<file path="src/rtl/mux_share_arbiter_pkg.sv">
// Shared definitions for the mux_share_arbiter round-robin arbiter.
package mux_share_arbiter_pkg;

    localparam int NREQ = 4;

    typedef enum logic {
        IDLE  = 1'b0,
        GRANT = 1'b1
    } state_t;

    function automatic logic [NREQ-1:0] onehot4(input logic [1:0] idx);
        return 4'b0001 << idx;
    endfunction

endpackage

</file>
<file path="src/rtl/mux_share_arbiter_rr_pick.sv">
// Combinational round-robin picker: first set bit of mask scanning upward
// from (last+1) mod 4 with wrap-around.
module mux_share_arbiter_rr_pick
    import mux_share_arbiter_pkg::*;
(
    input  logic [NREQ-1:0] mask,
    input  logic [1:0]      last,
    output logic [1:0]      win_idx,
    output logic            win_valid
);

    logic [1:0] idx_s;

    // Scan candidates in priority order; the first hit sticks.
    always_comb begin
        win_idx   = 2'd0;
        win_valid = 1'b0;
        idx_s     = 2'd0;
        for (int i = 0; i < NREQ; i++) begin
            idx_s     = last + 2'd1 + 2'(i);
            win_idx   = (mask[idx_s] && !win_valid) ? idx_s : win_idx;
            win_valid = win_valid | mask[idx_s];
        end
    end

endmodule

</file>
<file path="src/rtl/mux_share_arbiter.sv">
// Round-robin arbiter sharing one registered 4:1 data mux among four requesters.
// Optional forced rotation after HOLD_MAX grant cycles when ARB_TIMEOUT_EN is defined.
module mux_share_arbiter
    import mux_share_arbiter_pkg::*;
#(
    parameter int DW       = 8,
    parameter int HOLD_MAX = 4
) (
    input  logic              clock,
    input  logic              reset,
    input  logic [NREQ-1:0]   req_in,
    input  logic [NREQ*DW-1:0] data_in,
    output logic [NREQ-1:0]   grant_out,
    output logic [1:0]        sel_out,
    output logic [DW-1:0]     y_out,
    output logic              valid_out
);

    state_t          state_r;
    logic [NREQ-1:0] grant_r;
    logic [1:0]      sel_r;
    logic [1:0]      last_r;
    logic [DW-1:0]   y_r;
    logic            valid_r;

    logic [NREQ-1:0] mask_s;
    logic [1:0]      win_idx_s;
    logic            win_valid_s;
    logic            owner_req_s;
    logic            keep_s;

    // While granted, the current owner is never a candidate for handover.
    always_comb begin
        mask_s      = (state_r == GRANT) ? (req_in & ~grant_r) : req_in;
        owner_req_s = req_in[sel_r];
    end

    mux_share_arbiter_rr_pick u_rr_pick (
        .mask      (mask_s),
        .last      (last_r),
        .win_idx   (win_idx_s),
        .win_valid (win_valid_s)
    );

`ifdef ARB_TIMEOUT_EN
    localparam logic [7:0] HOLD_LAST = 8'(HOLD_MAX - 1);
    logic [7:0] hold_r;
    logic       force_s;

    // Rotation is forced only when the hold budget is spent and someone else waits.
    always_comb begin
        force_s = (hold_r == HOLD_LAST) && win_valid_s;
        keep_s  = owner_req_s && !force_s;
    end

    // Consecutive-grant counter; restarts on every new grant and at budget end.
    always_ff @(posedge clock) begin
        if (reset) begin
            hold_r <= 8'd0;
        end else if ((state_r != GRANT) || !keep_s) begin
            hold_r <= 8'd0;
        end else if (hold_r == HOLD_LAST) begin
            hold_r <= 8'd0;
        end else if (hold_r != 8'hFF) begin
            hold_r <= hold_r + 8'd1;
        end else begin
            hold_r <= hold_r;
        end
    end
`else
    logic unused_hold_s;

    // The grant lasts as long as the owner keeps requesting.
    always_comb begin
        keep_s        = owner_req_s;
        unused_hold_s = (HOLD_MAX == 0);
    end
`endif

    // Arbitration FSM with registered grant/select, plus the registered data mux.
    always_ff @(posedge clock) begin
        if (reset) begin
            state_r <= IDLE;
            grant_r <= 4'b0000;
            sel_r   <= 2'b00;
            last_r  <= 2'd3;
            y_r     <= '0;
            valid_r <= 1'b0;
        end else begin
            case (state_r)
                IDLE: begin
                    if (win_valid_s) begin
                        state_r <= GRANT;
                        grant_r <= onehot4(win_idx_s);
                        sel_r   <= win_idx_s;
                        last_r  <= win_idx_s;
                    end else begin
                        grant_r <= 4'b0000;
                    end
                end
                GRANT: begin
                    if (keep_s) begin
                        grant_r <= grant_r;
                    end else if (win_valid_s) begin
                        grant_r <= onehot4(win_idx_s);
                        sel_r   <= win_idx_s;
                        last_r  <= win_idx_s;
                    end else begin
                        state_r <= IDLE;
                        grant_r <= 4'b0000;
                    end
                end
                default: begin
                    state_r <= IDLE;
                    grant_r <= 4'b0000;
                end
            endcase

            if (grant_r != 4'b0000) begin
                y_r     <= data_in[sel_r*DW +: DW];
                valid_r <= 1'b1;
            end else begin
                valid_r <= 1'b0;
            end
        end
    end

    assign grant_out = grant_r;
    assign sel_out   = sel_r;
    assign y_out     = y_r;
    assign valid_out = valid_r;

endmodule

</file>
<file path="config.mk">
export PLATFORM = sky130hd
export DESIGN_NAME = mux_share_arbiter
export DESIGN_NICKNAME = d
export VERILOG_FILES = /design/src/rtl/mux_share_arbiter_pkg.sv /design/src/rtl/mux_share_arbiter_rr_pick.sv /design/src/rtl/mux_share_arbiter.sv
export SDC_FILE = /design/constraint.sdc
export NUM_CORES = 1
export LEC_CHECK = 0
export ABC_AREA = 1
export BUFFER_PORTS_ARGS = -buffer_cell sky130_fd_sc_hd__buf_2
export CELL_PAD_IN_SITES_DETAIL_PLACEMENT = 0
export CELL_PAD_IN_SITES_GLOBAL_PLACEMENT = 1
export CORE_MARGIN = 3
export CORE_UTILIZATION = 35
export DETAILED_ROUTE_END_ITERATION = 16
export PLACE_DENSITY = 0.91
export REMOVE_ABC_BUFFERS = 1
export SLEW_MARGIN = 20
export SYNTH_ARGS = -nofsm -noshare
export SYNTH_HDL_FRONTEND = slang
export SYNTH_SLANG_ARGS = --single-unit
</file>
<file path="constraint.sdc">
create_clock -name clock -period 3.7 [get_ports clock]
set_clock_uncertainty 0.2 [all_clocks]
set_input_delay 0.185 -clock clock [delete_from_list [all_inputs] [get_ports clock]]
set_output_delay 0.185 -clock clock [all_outputs]
set_load 0.05 [all_outputs]
</file>
* Word-level counts from Yosys, hierarchy flattened *
Cells that the tools add are included.
W data, S select, Z words.

storage, ports and cells
  logic and storage cells = 59
  output and inout port bits = 15
  register bits = 18

operators by class
  bitwise logic cells = 6
  equal/unequal tests = 1
  reductions and logical operators = 7
  muxes and demuxes = 28
  add/sub/neg operators = 4
  shifts and indexed selects = 2
  $lt $le $gt $ge = 5

operators with widths
  kind                   number
  $shiftx A32 B6 Y8      1
  $mux W2                8
  $lt A2 B3 Y1 const B   5
  $mux W4                3
  $bmux W1 S2            5
  $mux W1                8
  $pmux W2 S2            2
  $pmux W4 S2            1
  $add A2 B1 Y2 const B  2
  $add A2 B2 Y2 const B  2
  $and A4 B4 Y4          1
  $not A4 Y4             1
  $reduce_bool A4 Y1     1
  $shl A1 B2 Y4 const A  1
  $logic_and A1 B1 Y1    3
  $logic_not A1 Y1       3
  $or A1 B1 Y1           3
  $ne A2 B2 Y1 const B   1
  $pmux W1 S2            1
  $not A1 Y1             1

* Logic depth before layout (Yosys ltp) *
Gate-level depths: netlist (run 1).

  word-level depth = 14
  depth in mapped cells = 14
  mapped depth without buffers = 12

* Modules after synthesis *
A second synthesis (run 1) with hierarchy kept.

second synthesis, totals
  cell total of the unflattened synthesis = 201
  area total of the unflattened synthesis = 1,315.0 um^2

by module, submodules not included
  module                     instances  cells an instance  seq. area each (um^2)  area an instance (um^2)
  mux_share_arbiter          1          143                360.3                  1,014.7
  mux_share_arbiter_rr_pick  1          58                 0.0                    300.3

* Worst setup path before layout (run 1) *
Ideal clock, no wire load.

  kind = reg-to-reg
  start point = reg grant_r[3], in the netlist grant_out[3]
  end point = reg last_r[1]
  required time = 3,370 ps
  buffers on the path = 0
  library setup time = 130 ps
  setup slack = 1,649 ps
  clock period less this slack = 2,051 ps
  arrival = 1,721 ps
  stages on the path, launching flop included = 10
  cell sequence = dfxtp_1 > nand2_1 > nand3_1 > nand2_1 > nand2_1 > nand2_1 > nor3_4 > nor2_4 > nand2_1 > o211ai_1

on the way
  longest elaborated chain between the ends = 13
  elaborated cells on any way between the ends = 27

ends and longest elaborated chain
  element                                           line                                                              source
  from (decl)                                       mux_share_arbiter.sv:20                                           logic [NREQ-1:0] grant_r;
  from (signal assigned)                            mux_share_arbiter.sv:94                                           grant_r <= onehot4(win_idx_s);
  from (signal assigned)                            mux_share_arbiter.sv:103                                          grant_r <= grant_r;
  from (signal assigned)                            mux_share_arbiter.sv:105                                          grant_r <= onehot4(win_idx_s);
  $not A4 Y4 *                                      mux_share_arbiter.sv:34                                           mask_s = (state_r == GRANT) ? (req_in & ~grant_r) : req_in;
  $and A4 B4 Y4 *                                   mux_share_arbiter.sv:34
  $mux W4 *                                         mux_share_arbiter.sv:34
  $bmux W1 S2                                       mux_share_arbiter_rr_pick.sv:21, mux_share_arbiter_rr_pick.sv:22
  $mux W1 (implied by the code)                     mux_share_arbiter_rr_pick.sv:21, mux_share_arbiter_rr_pick.sv:22
  $logic_not A1 Y1 or $or A1 B1 Y1 (tied branches)  mux_share_arbiter_rr_pick.sv:21, mux_share_arbiter_rr_pick.sv:22
  $logic_and A1 B1 Y1 (tied with other cells)       mux_share_arbiter_rr_pick.sv:21                                   win_idx = (mask[idx_s] && !win_valid) ? idx_s : win_idx;
  $mux W2 (tied with other cells)                   mux_share_arbiter_rr_pick.sv:21
  $mux W2 or $logic_and A1 B1 Y1 (tied branches)    mux_share_arbiter_rr_pick.sv:21
  $mux W2                                           mux_share_arbiter_rr_pick.sv:21
  $mux W2 *                                         mux_share_arbiter.sv:92, mux_share_arbiter.sv:104
  $mux W2                                           mux_share_arbiter.sv:102                                          if (keep_s) begin
  $pmux W2 S2 *                                     mux_share_arbiter.sv:90                                           case (state_r)
  to (signal assigned)                              mux_share_arbiter.sv:96                                           last_r <= win_idx_s;
  to (signal assigned)                              mux_share_arbiter.sv:107                                          last_r <= win_idx_s;
  to (decl)                                         mux_share_arbiter.sv:22                                           logic [1:0] last_r;

Mark *: on every way between the ends. The rest lies on a longest branch, timed or not. The select of a mux whose other input is x is not followed.
A chain may end at the register's enable or synchronous reset.

* Worst setup path in the final report (run 1) *
  start point = reg sel_r[0], in the netlist sel_out[0]
  end point = reg sel_r[1], in the netlist sel_out[1]

on the way
  longest elaborated chain between the ends = 3

ends and longest elaborated chain
  element                        line                      source
  from (decl)                    mux_share_arbiter.sv:21   logic [1:0] sel_r;
  from (signal assigned)         mux_share_arbiter.sv:95   sel_r <= win_idx_s;
  from (signal assigned)         mux_share_arbiter.sv:106  sel_r <= win_idx_s;
  $bmux W1 S2                    mux_share_arbiter.sv:35   owner_req_s = req_in[sel_r];
  $mux W1 (implied by the code)  mux_share_arbiter.sv:35
  $ne A2 B2 Y1 (no source line)  --

Every way passes these cells. The select of a mux whose other input is x is not followed.

==> results.sh, run 1 <==
export IMPL_grt_first_pass_wirelength_microns=6310
export IMPL_drt_pass1_iter_count=4
export IMPL_yosysWarnings=0
export IMPL_cts_sinks=18
export IMPL_clkSlewWorstSetupHoldPaths_ns=0.07
export IMPL_crit_type="reg -> reg"
export IMPL_drv_slew=0
export IMPL_cts_resized=0
export IMPL_wl_microns=3890
export IMPL_rows=21
export IMPL_drc=0
export IMPL_worstSkewPairLatency_ns=0.25
export IMPL_finalCriticalPeriod_ns=2.48
export IMPL_drtIter0Drc=114
export IMPL_cp_arrival_ns=2.43
export IMPL_grt_max_degree=22
export IMPL_finalHoldViolCount=0
export IMPL_p_leak_nw=0.844
export IMPL_die_area_sq_um=4630
export IMPL_peakVddDrop_uv=501
export IMPL_globalRoute_totalOverflow=0
export IMPL_grtUsageTotal_pct=17.8
export IMPL_most_common_layout_cells="buf_2 (52), nand2_1 (38), o21ai_0 (26), nor2_1 (25), dfxtp_1 (18)"
export IMPL_ys_seq_elements=18
export IMPL_synth_cell_types=28
export IMPL_cts_root_buf="clkbuf_8"
export IMPL_syn_area_sq_um=1350
export IMPL_vias_per_cell=5.12
export IMPL_first_global_vias=1369
export IMPL_timing_hold_ws_ns=0.00948
export IMPL_wire_per_inst_microns=13.3
export IMPL_synth_area_leaders="dfxtp_1 (27%), nand2_1 (11%), o21ai_0 (9.6%), nor2_1 (7.0%), nand3_1 (6.3%)"
export IMPL_final_period_utilization_pct=67.1
export IMPL_hold_buffers=0
export IMPL_design_core_area_sq_um=3520
export IMPL_rsz0062_at_grt="false"
export IMPL_antenna_left=0
export IMPL_status="completed"
export IMPL_synth_top_area_share_pct=26.7
export IMPL_h_tree_depth=1
export IMPL_cts_tree="done"
export IMPL_final_common_cell="buf_2"
export IMPL_tns_ns=0
export IMPL_diodes=0
export IMPL_slew_headroom_pct=60.4
export IMPL_syn_to_final_growth_pct=23.5
export IMPL_hold_path_class="in -> reg"
export IMPL_antenna_found_initial=0
export IMPL_postCtsSetupBuffers=0
export IMPL_avgSynthCellArea_sq_um=6.81
export IMPL_worstSetupEndpointType="register"
export IMPL_startpoint_type="register"
export IMPL_crit_fanout=21
export IMPL_yosysTopAreaCell="dfxtp_1"
export IMPL_dpl_hpwl_microns=3020
export IMPL_place_gp_congestion=0.806
export IMPL_cts_made_buffers=3
export IMPL_setup_violations_final=0
export IMPL_num_vias=1501
export IMPL_ios=53
export IMPL_dieHeight_microns=68.1
export IMPL_p_per_area_nw_per_um2=938
export IMPL_clk_path_buf_depth=2
export IMPL_worst_pin_slew_ns=0.593
export IMPL_finalNetCount=286
export IMPL_die_x_microns=68.1
export IMPL_drive_above_1_share_pct=31.6
export IMPL_port_buffers=52
export IMPL_seq_area_frac_synth_pct=26.7
export IMPL_netlist_instances=198
export IMPL_start_util_pct=38.3
export IMPL_cap_violations=0
export IMPL_fmax_mhz=403
export IMPL_crit_required_ns=3.65
[metrics by stage]
step / worst slack [ns] / total power, mW / utilization, % / cells / instance area [sq um]
2_1_floorplan: 1.22 / 1.17 / - / 191 / 1290
3_3_place_gp: 1.31 / 1.39 / 45.7 / 289 / 1610
3_5_place_dp: 1.23 / 1.40 / 45.7 / 289 / 1610
4_1_cts: 1.22 / 1.57 / 47.3 / 293 / 1670
5_1_grt: 0.884 / 1.70 / 47.3 / 293 / 1670
6_report: 1.22 / 1.56 / 47.3 / 293 / 1670
[where the power goes]
part	internal (mW)	switching, mW
clock	0.0946	0.0671
sequential	0.265	0.0935
combinational	0.319	0.722
total	0.678	0.883
[state kept, by name (all words and copies together), names as in the netlist]
name	cells
valid_out	1
y_out	8
sel_out	2
last_r	2
grant_out	4
state_r	1
[cell usage after synthesis, drive strengths merged]
| master | count |
|---|---|
| nand2 | 45 |
| nor3 | 1 |
| nor2 | 27 |
| o22ai | 9 |
| a21oi | 8 |
| nand3 | 24 |
| a31oi | 1 |
| clkinv | 1 |
| o211ai | 2 |
| o21ai | 26 |
| inv | 17 |
| dfxtp | 18 |
| nor4 | 1 |
| nand4 | 3 |
| buf | 5 |
| o21bai | 8 |
| clkbuf | 2 |
[cell families (layout without fill, tap and decap cells)]
kind of cell	Yosys count	in the layout	share of synthesized area (%)
buffers and inverters	25	74	9.55
DFF	18	18	26.7
AOI/OAI and AO/OA	54	54	23.4
and+or+nand+nor	101	101	40.4
[metal layers]
| metal | routed length (microns) | vias up | global-route usage, % | share of wire (%) |
|---|---|---|---|---|
| li1 | - | 772 | - | - |
| met4 | 39 | 0 | 5.71 | 1.0 |
| met3 | 106 | 4 | 2.13 | 2.7 |
| met5 | 0 | - | 0 | 0 |
| met2 | 1820 | 24 | 28.8 | 47 |
| met1 | 1920 | 701 | 24.3 | 49 |
[path summary, 6_finish.rpt]
path,startpoint,endpoint,slack [ns],depth (start not counted)
worst max-delay path,sel_out[0],sel_out[1],1.22,9
worst max register to register,sel_out[0],sel_out[1],1.22,9
worst min-delay path,reset,sel_out[0],0.009,2
worst min register to register,grant_out[3],grant_out[3],0.36,2
[cell type report]
class	count	area [sq um]
sequential	18	360
inverter	18	72.6
timing repair buffer	52	260
fill	394	1860
multi-input combinational	155	860
tap	46	57.6
clock buffer	4	55.1
[critical path, cell delays in order, from the launching register on]
cell      delay (ns)
dfxtp_1         0.70
inv_1           0.40
o21ai_0         0.25
o22ai_1         0.09
nand2_1         0.16
inv_1           0.14
nor2_4          0.19
clkinv_1        0.10
nand2_1         0.09
a21oi_2         0.06
Power figures use the tool's default switching activity.
==> inputs of run 2 (changes only) <==
- CORE_UTILIZATION: 35 -> 30
- PLACE_DENSITY: 0.91 -> 0.83
- clock period: 3.7 -> 2.06 ns (I/O delays scaled with it)
==> run 2 against run 1 <==
Compared with the run above:
- design area up 5.6%
- core utilization down 5.2 points
- global-route usage down 3.1 points
- sequential power up 62%
- clock-buffer cell count unchanged
- setup slack worse by 1.0 ns
- routed wire length down 1.4%
- register-to-register slack worse by 1.0 ns
- critical path type unchanged
- highest routed layer unchanged
==> results.sh, run 2 (synthesized netlist as in run 1, its figures left out) <==
export IMPL_status="completed"
export IMPL_die_x_microns=73.1
export IMPL_cap_violations=0
export IMPL_reg2reg_depth=9
export IMPL_wire_per_inst_microns=12.4
export IMPL_reg2reg_slack_ns=0.20
export IMPL_worstSkewPairLatency_ns=0.25
export IMPL_dpl_hpwl_microns=3130
export IMPL_cp_buffers_inverters=0
export IMPL_timing_hold_ws_ns=0.0308
export IMPL_fin_cells=308
export IMPL_cts_sinks=18
export IMPL_globalRoute_totalOverflow=0
export IMPL_rows=23
export IMPL_diodes=0
export IMPL_antenna_found_initial=0
export IMPL_hold_depth=5
export IMPL_cts_tree="done"
export IMPL_worstSetupEndpointType="register"
export IMPL_drc=0
export IMPL_cp_arrival_ns=1.79
export IMPL_die_area_sq_um=5340
export IMPL_nFillCells=439
export IMPL_finalCriticalPeriod_ns=1.86
export IMPL_setup_violations_final=0
export IMPL_start_util_pct=32.3
export IMPL_fmax_mhz=536
export IMPL_p_leak_nw=0.897
export IMPL_p_per_area_nw_per_um2=1660
export IMPL_startpoint_type="register"
export IMPL_slew_headroom_pct=81.9
export IMPL_dieHeight_microns=73.1
export IMPL_clkSlewWorstSetupHoldPaths_ns=0.07
export IMPL_drt_pass1_iter_count=4
export IMPL_crit_required_ns=1.98
export IMPL_grt_first_pass_wirelength_microns=6200
export IMPL_most_common_layout_cells="buf_2 (52), nand2_1 (38), o21ai_0 (26), nor2_1 (25), nand3_1 (17)"
export IMPL_worst_pin_slew_ns=0.272
export IMPL_largest_reg_flops=8
export IMPL_drtIter0Drc=118
export IMPL_drv_slew=0
export IMPL_drive_above_1_share_pct=34.9
export IMPL_final_period_utilization_pct=90.5
export IMPL_port_buffers=52
export IMPL_rsz0062_at_grt="false"
export IMPL_fin_area_sq_um=1760
export IMPL_hold_end="y_out[5]"
export IMPL_crit_type="reg -> reg"
export IMPL_final_common_cell="buf_2"
export IMPL_reg2reg_from="grant_out[2]"
export IMPL_antenna_left=0
export IMPL_grt_max_degree=18
export IMPL_cts_made_buffers=3
export IMPL_reg2reg_to="last_r[1]"
export IMPL_vias_per_cell=4.83
export IMPL_cp_common_cell="nand2_1"
export IMPL_postCtsSetupBuffers=0
export IMPL_finalHoldViolCount=0
export IMPL_grtUsageTotal_pct=14.7
export IMPL_crit_fanout=6
export IMPL_hold_path_class="in -> reg"
export IMPL_cp_slowest_cell="dfxtp_1"
export IMPL_first_global_vias=1311
export IMPL_dp_cells=303
export IMPL_slowest_delay_ns=0.44
export IMPL_cts_root_buf="clkbuf_8"
export IMPL_peakVddDrop_uv=675
export IMPL_hp_start="data_in[5]"
export IMPL_crit_chain="nand2_1, nand3_2, nand2_1, nand2_1, nand2_4, nor3_4, nor2_4, nand2_1, o211ai_1"
export IMPL_finalNetCount=297
export IMPL_design_core_area_sq_um=4170
export IMPL_ios=53
export IMPL_wl_microns=3830
export IMPL_place_gp_congestion=0.835
export IMPL_clk_path_buf_depth=2
export IMPL_postPlaceCellArea_sq_um=1690
export IMPL_syn_to_final_growth_pct=30.3
export IMPL_h_tree_depth=1
export IMPL_utilization_pct=42.1
export IMPL_num_vias=1489
export IMPL_critical_path_top_delay_family="simple AND/OR/NAND/NOR gates"
run 2: cell types whose count changed in the layout (fill, tap and decap cells not counted):
cell,before,now
buf_4,0,10
dfxtp_2,0,2
dfxtp_1,18,16
dlygate4sd3_1,0,1
run 2: what timing repair did:
action	CTS	global route
hold buffers	1	0
hold endpoints to repair	8	0
endpoints found under the setup margin	0	8
resized for setup	0	2
run 2: per-stage QoR:
step	power (mW)	TNS, ns	worst slack [ns]
final	2.91	0	0.195
after global routing	3.18	0	0.0119
after CTS	2.93	0	0.106
after detailed placement	2.62	0	0.121
after global placement	2.63	0	0.122
after floorplan	2.10	-2.38	-0.425
run 2: worst max path at each step:
stage | slack [ns] | from | depth (start not counted) | end
after floorplan | -0.42 | sel_out[0] | 9 | sel_out[0]
after global placement | 0.12 | last_r[0] | 9 | last_r[1]
after detailed placement | 0.12 | last_r[0] | 9 | last_r[1]
after CTS | 0.11 | last_r[0] | 9 | last_r[1]
after global routing | 0.01 | grant_out[2] | 9 | last_r[0]
final | 0.20 | grant_out[2] | 9 | last_r[1]
run 2: power breakdown:
group	total [mW]	internal [mW]	switching [mW]	leakage, nW
registers	0.583	0.480	0.103	0.149
clock network	0.290	0.170	0.120	0.0288
logic	2.04	0.671	1.37	0.719
total	2.91	1.32	1.59	0.897
run 2: worst min-delay path: cells and delay by family:
family / cells / cell delay, ns
AO/OA/AOI/OAI: 2 / 0.21
buffers and inverters: 2 / 0.11
AND/OR/NAND/NOR: 1 / 0.03
run 2: per-layer routing:
layer / vias to the layer above / global-route usage, % / part of all wire, %
met5: - / 0 / 0
met1: 657 / 20.9 / 49
met2: 36 / 23.4 / 46
li1: 794 / - / -
met3: 2 / 1.65 / 4.2
met4: 0 / 3.69 / 0.89
run 2: layout make-up:
| type | count | area [sq um] | area share [%] |
|---|---|---|---|
| Timing Repair Buffer | 63 | 345 | 19.6 |
| Clock buffer | 4 | 55.1 | 3.13 |
| Tap cell | 50 | 62.6 | 3.56 |
| Inverter | 18 | 72.6 | 4.13 |
| Multi-Input combinational cell | 155 | 860 | 48.9 |
| Sequential cell | 18 | 363 | 20.6 |
==> inputs of run 3 (changes only) <==
- ABC_AREA: 1 -> default
- CORE_UTILIZATION: 30 -> 29
- PLACE_DENSITY: 0.83 -> default
- PLACE_DENSITY_LB_ADDON: default -> 0.1
==> run 3 against run 2 <==
Compared with the run above:
- fmax up 2.0%
- global-route usage down 0.89 points
- core utilization down 1.3 points
- cell count down 32%
- non-clock buffer count down 6
- critical endpoint is now grant_out[0]
- clock-buffer cell count down 1
- sequential power down 17%
==> results.sh, run 3 <==
export IMPL_p_leak_nw=0.629
export IMPL_drc=0
export IMPL_synth_cell_types=32
export IMPL_reg2reg_from="sel_out[1]"
export IMPL_yosysWarnings=0
export IMPL_status="completed"
export IMPL_synth_top_area_share_pct=34.9
export IMPL_startpoint="sel_out[1]"
export IMPL_crit_end="grant_out[0]"
export IMPL_drv_slew=0
export IMPL_yosysTopAreaCell="dfxtp_1"
export IMPL_pwr_share_clk_pct=12.7
export IMPL_startpoint_type="register"
export IMPL_crit_fanout=6
export IMPL_globalRoute_totalOverflow=0
export IMPL_drive_above_1_share_pct=45.7
export IMPL_finalNetCount=202
export IMPL_hold_buffers=1
export IMPL_place_gp_congestion=0.809
export IMPL_start_util_pct=30.5
export IMPL_synth_most_common_cell="nand2_1"
export IMPL_grtUsageTotal_pct=13.8
export IMPL_synth_area_leaders="dfxtp_1 (35%), mux4_2 (20%), nand2_1 (7.3%), a21oi_1 (5.8%), nand2b_1 (2.4%)"
export IMPL_synth_top_family_by_area="compound AO/OA/AOI/OAI gates"
export IMPL_synth_compound_area_share_pct=20.6
export IMPL_cts_tree="done"
export IMPL_cts_root_buf="clkbuf_4"
export IMPL_cap_violations=0
export IMPL_wl_microns=2890
export IMPL_synthXorXnorAreaFrac_pct=0
export IMPL_syn_to_final_growth_pct=34.2
export IMPL_grt_first_pass_wirelength_microns=4540
export IMPL_die_area_sq_um=4310
export IMPL_port_buffers=52
export IMPL_ys_async_sr_fraction_pct=0
export IMPL_antenna_found_initial=0
export IMPL_rsz0062_at_grt="false"
export IMPL_synthSimpleGateAreaFrac_pct=20.4
export IMPL_cts_resized=0
export IMPL_seq_area_frac_synth_pct=34.9
export IMPL_critical_path_top_delay_family="multiplexers"
export IMPL_diodes=0
export IMPL_postCtsSetupBuffers=0
export IMPL_power_total_mw=1.40
export IMPL_avgSynthCellArea_sq_um=9.65
export IMPL_worstSkewPairLatency_ns=0.29
export IMPL_cts_made_buffers=3
export IMPL_die_x_microns=65.7
export IMPL_yosys_area_share_adder_pct=0
export IMPL_worstSetupEndpointType="register"
export IMPL_seq_power_share_pct=34.6
export IMPL_p_comb_share_pct=52.7
export IMPL_cp_slowest_cell="mux4_2"
export IMPL_p_sw_uw=649
export IMPL_clkSlewWorstSetupHoldPaths_ns=0.11
export IMPL_ys_seq_elements=18
export IMPL_drt_pass1_iter_count=4
export IMPL_finalHoldViolCount=0
export IMPL_most_common_layout_cells="buf_2 (52), nand2_1 (20), dfxtp_1 (18), a21oi_1 (12), mux4_2 (9)"
export IMPL_syn_area_sq_um=1030
export IMPL_cts_sinks=18
export IMPL_finalCriticalPeriod_ns=1.83
export IMPL_cp_buffers_inverters=0
export IMPL_peakVddDrop_uv=355
export IMPL_rows=21
export IMPL_vias_per_cell=4.88
export IMPL_crit_required_ns=2.08
export IMPL_final_period_utilization_pct=88.8
export IMPL_slowest_delay_ns=0.55
export IMPL_p_int_uw=753
export IMPL_grt_max_degree=21
export IMPL_largest_reg_flops=8
export IMPL_reg2reg_to="grant_out[0]"
export IMPL_tns_ns=0
export IMPL_num_vias=1014
export IMPL_clk_path_buf_depth=2
export IMPL_yosys_top_cells_count="nand2_1 (20), dfxtp_1 (18), a21oi_1 (12)"
export IMPL_switching_share_pct=46.3
export IMPL_hold_path_class="in -> reg"
export IMPL_cp_arrival_ns=1.84
export IMPL_first_global_vias=955
export IMPL_p_per_area_nw_per_um2=1010
export IMPL_slew_headroom_pct=72.4
export IMPL_netlist_instances=107
export IMPL_synth_edf_count=0
export IMPL_reg2reg_depth=5
export IMPL_dpl_hpwl_microns=2220
export IMPL_synth_mux_area_fraction_pct=19.6
export IMPL_synthFlopType="dfxtp_1"
export IMPL_crit_cells=5
export IMPL_setup_violations_final=0
export IMPL_reg2reg_slack_ns=0.23
export IMPL_crit_chain="mux4_2, nand2_4, o21ai_4, a21o_1, o32ai_2"
export IMPL_final_common_cell="buf_2"
export IMPL_design_core_area_sq_um=3390
export IMPL_ios=53
export IMPL_antenna_left=0
export IMPL_wire_per_inst_microns=13.9
export IMPL_crit_type="reg -> reg"
export IMPL_drtIter0Drc=28
export IMPL_fmax_mhz=547
export IMPL_h_tree_depth=1
export IMPL_dieHeight_microns=65.7
export IMPL_worst_pin_slew_ns=0.413
run 3: per-stage QoR:
stage | area, sq um | worst slack [ns] | util (%) | hold WS, ns | std cells
2_1_floorplan | 1000 | -0.256 | - | -0.0279 | 102
3_3_place_gp | 1350 | 0.289 | 39.9 | 0.234 | 204
3_5_place_dp | 1350 | 0.261 | 39.9 | 0.242 | 204
4_1_cts | 1390 | 0.234 | 40.9 | 0.0879 | 208
5_1_grt | 1390 | 0.0727 | 40.9 | 0.105 | 208
6_report | 1390 | 0.232 | 40.9 | 0.0982 | 208
run 3: logic make-up after synthesis:
logic type,Yosys count
compound gates,28
buf+inv,10
flops,18
mux,9
simple gates,42
run 3: worst min-delay path: stages:
cell and delay [ns]:
buf_2 0.07, mux4_2 0.21, nand2_1 0.05, a21oi_1 0.12
run 3: how the worst min path moves through the flow:
stage / startpoint / endpoint / cells past startpoint
after floorplan: reset / grant_out[2] / 1
after global placement: y_out[7] / y_out[7] / 2
after detailed placement: y_out[1] / y_out[1] / 2
after CTS: data_in[2] / y_out[2] / 4
after global routing: data_in[24] / y_out[0] / 4
final: data_in[19] / y_out[3] / 4
run 3: per-layer routing:
layer	vias up	part of all wire, %	GRT usage [%]
li1	505	-	-
met1	472	45	17.3
met2	35	48	22.8
met3	2	7.2	3.93
met4	0	0.59	4.15
met5	-	0	0
run 3: cell type report:
cell class                      count  area (sq um)
Fill cell                         362          2000
Clock buffer                        3          22.5
Timing Repair Buffer               57           300
Multi-Input combinational cell     79           626
Tap cell                           46          57.6
Sequential cell                    18           360
Inverter                            5          18.8
run 3: power by group through the flow:
stage	Sequential, mW	Clock, mW	Combinational (mW)
after floorplan	0.734	0	0.289
after global placement	0.492	0	0.743
after detailed placement	0.494	0	0.745
after CTS	0.485	0.189	0.748
after global routing	0.495	0.203	0.803
final	0.485	0.178	0.739
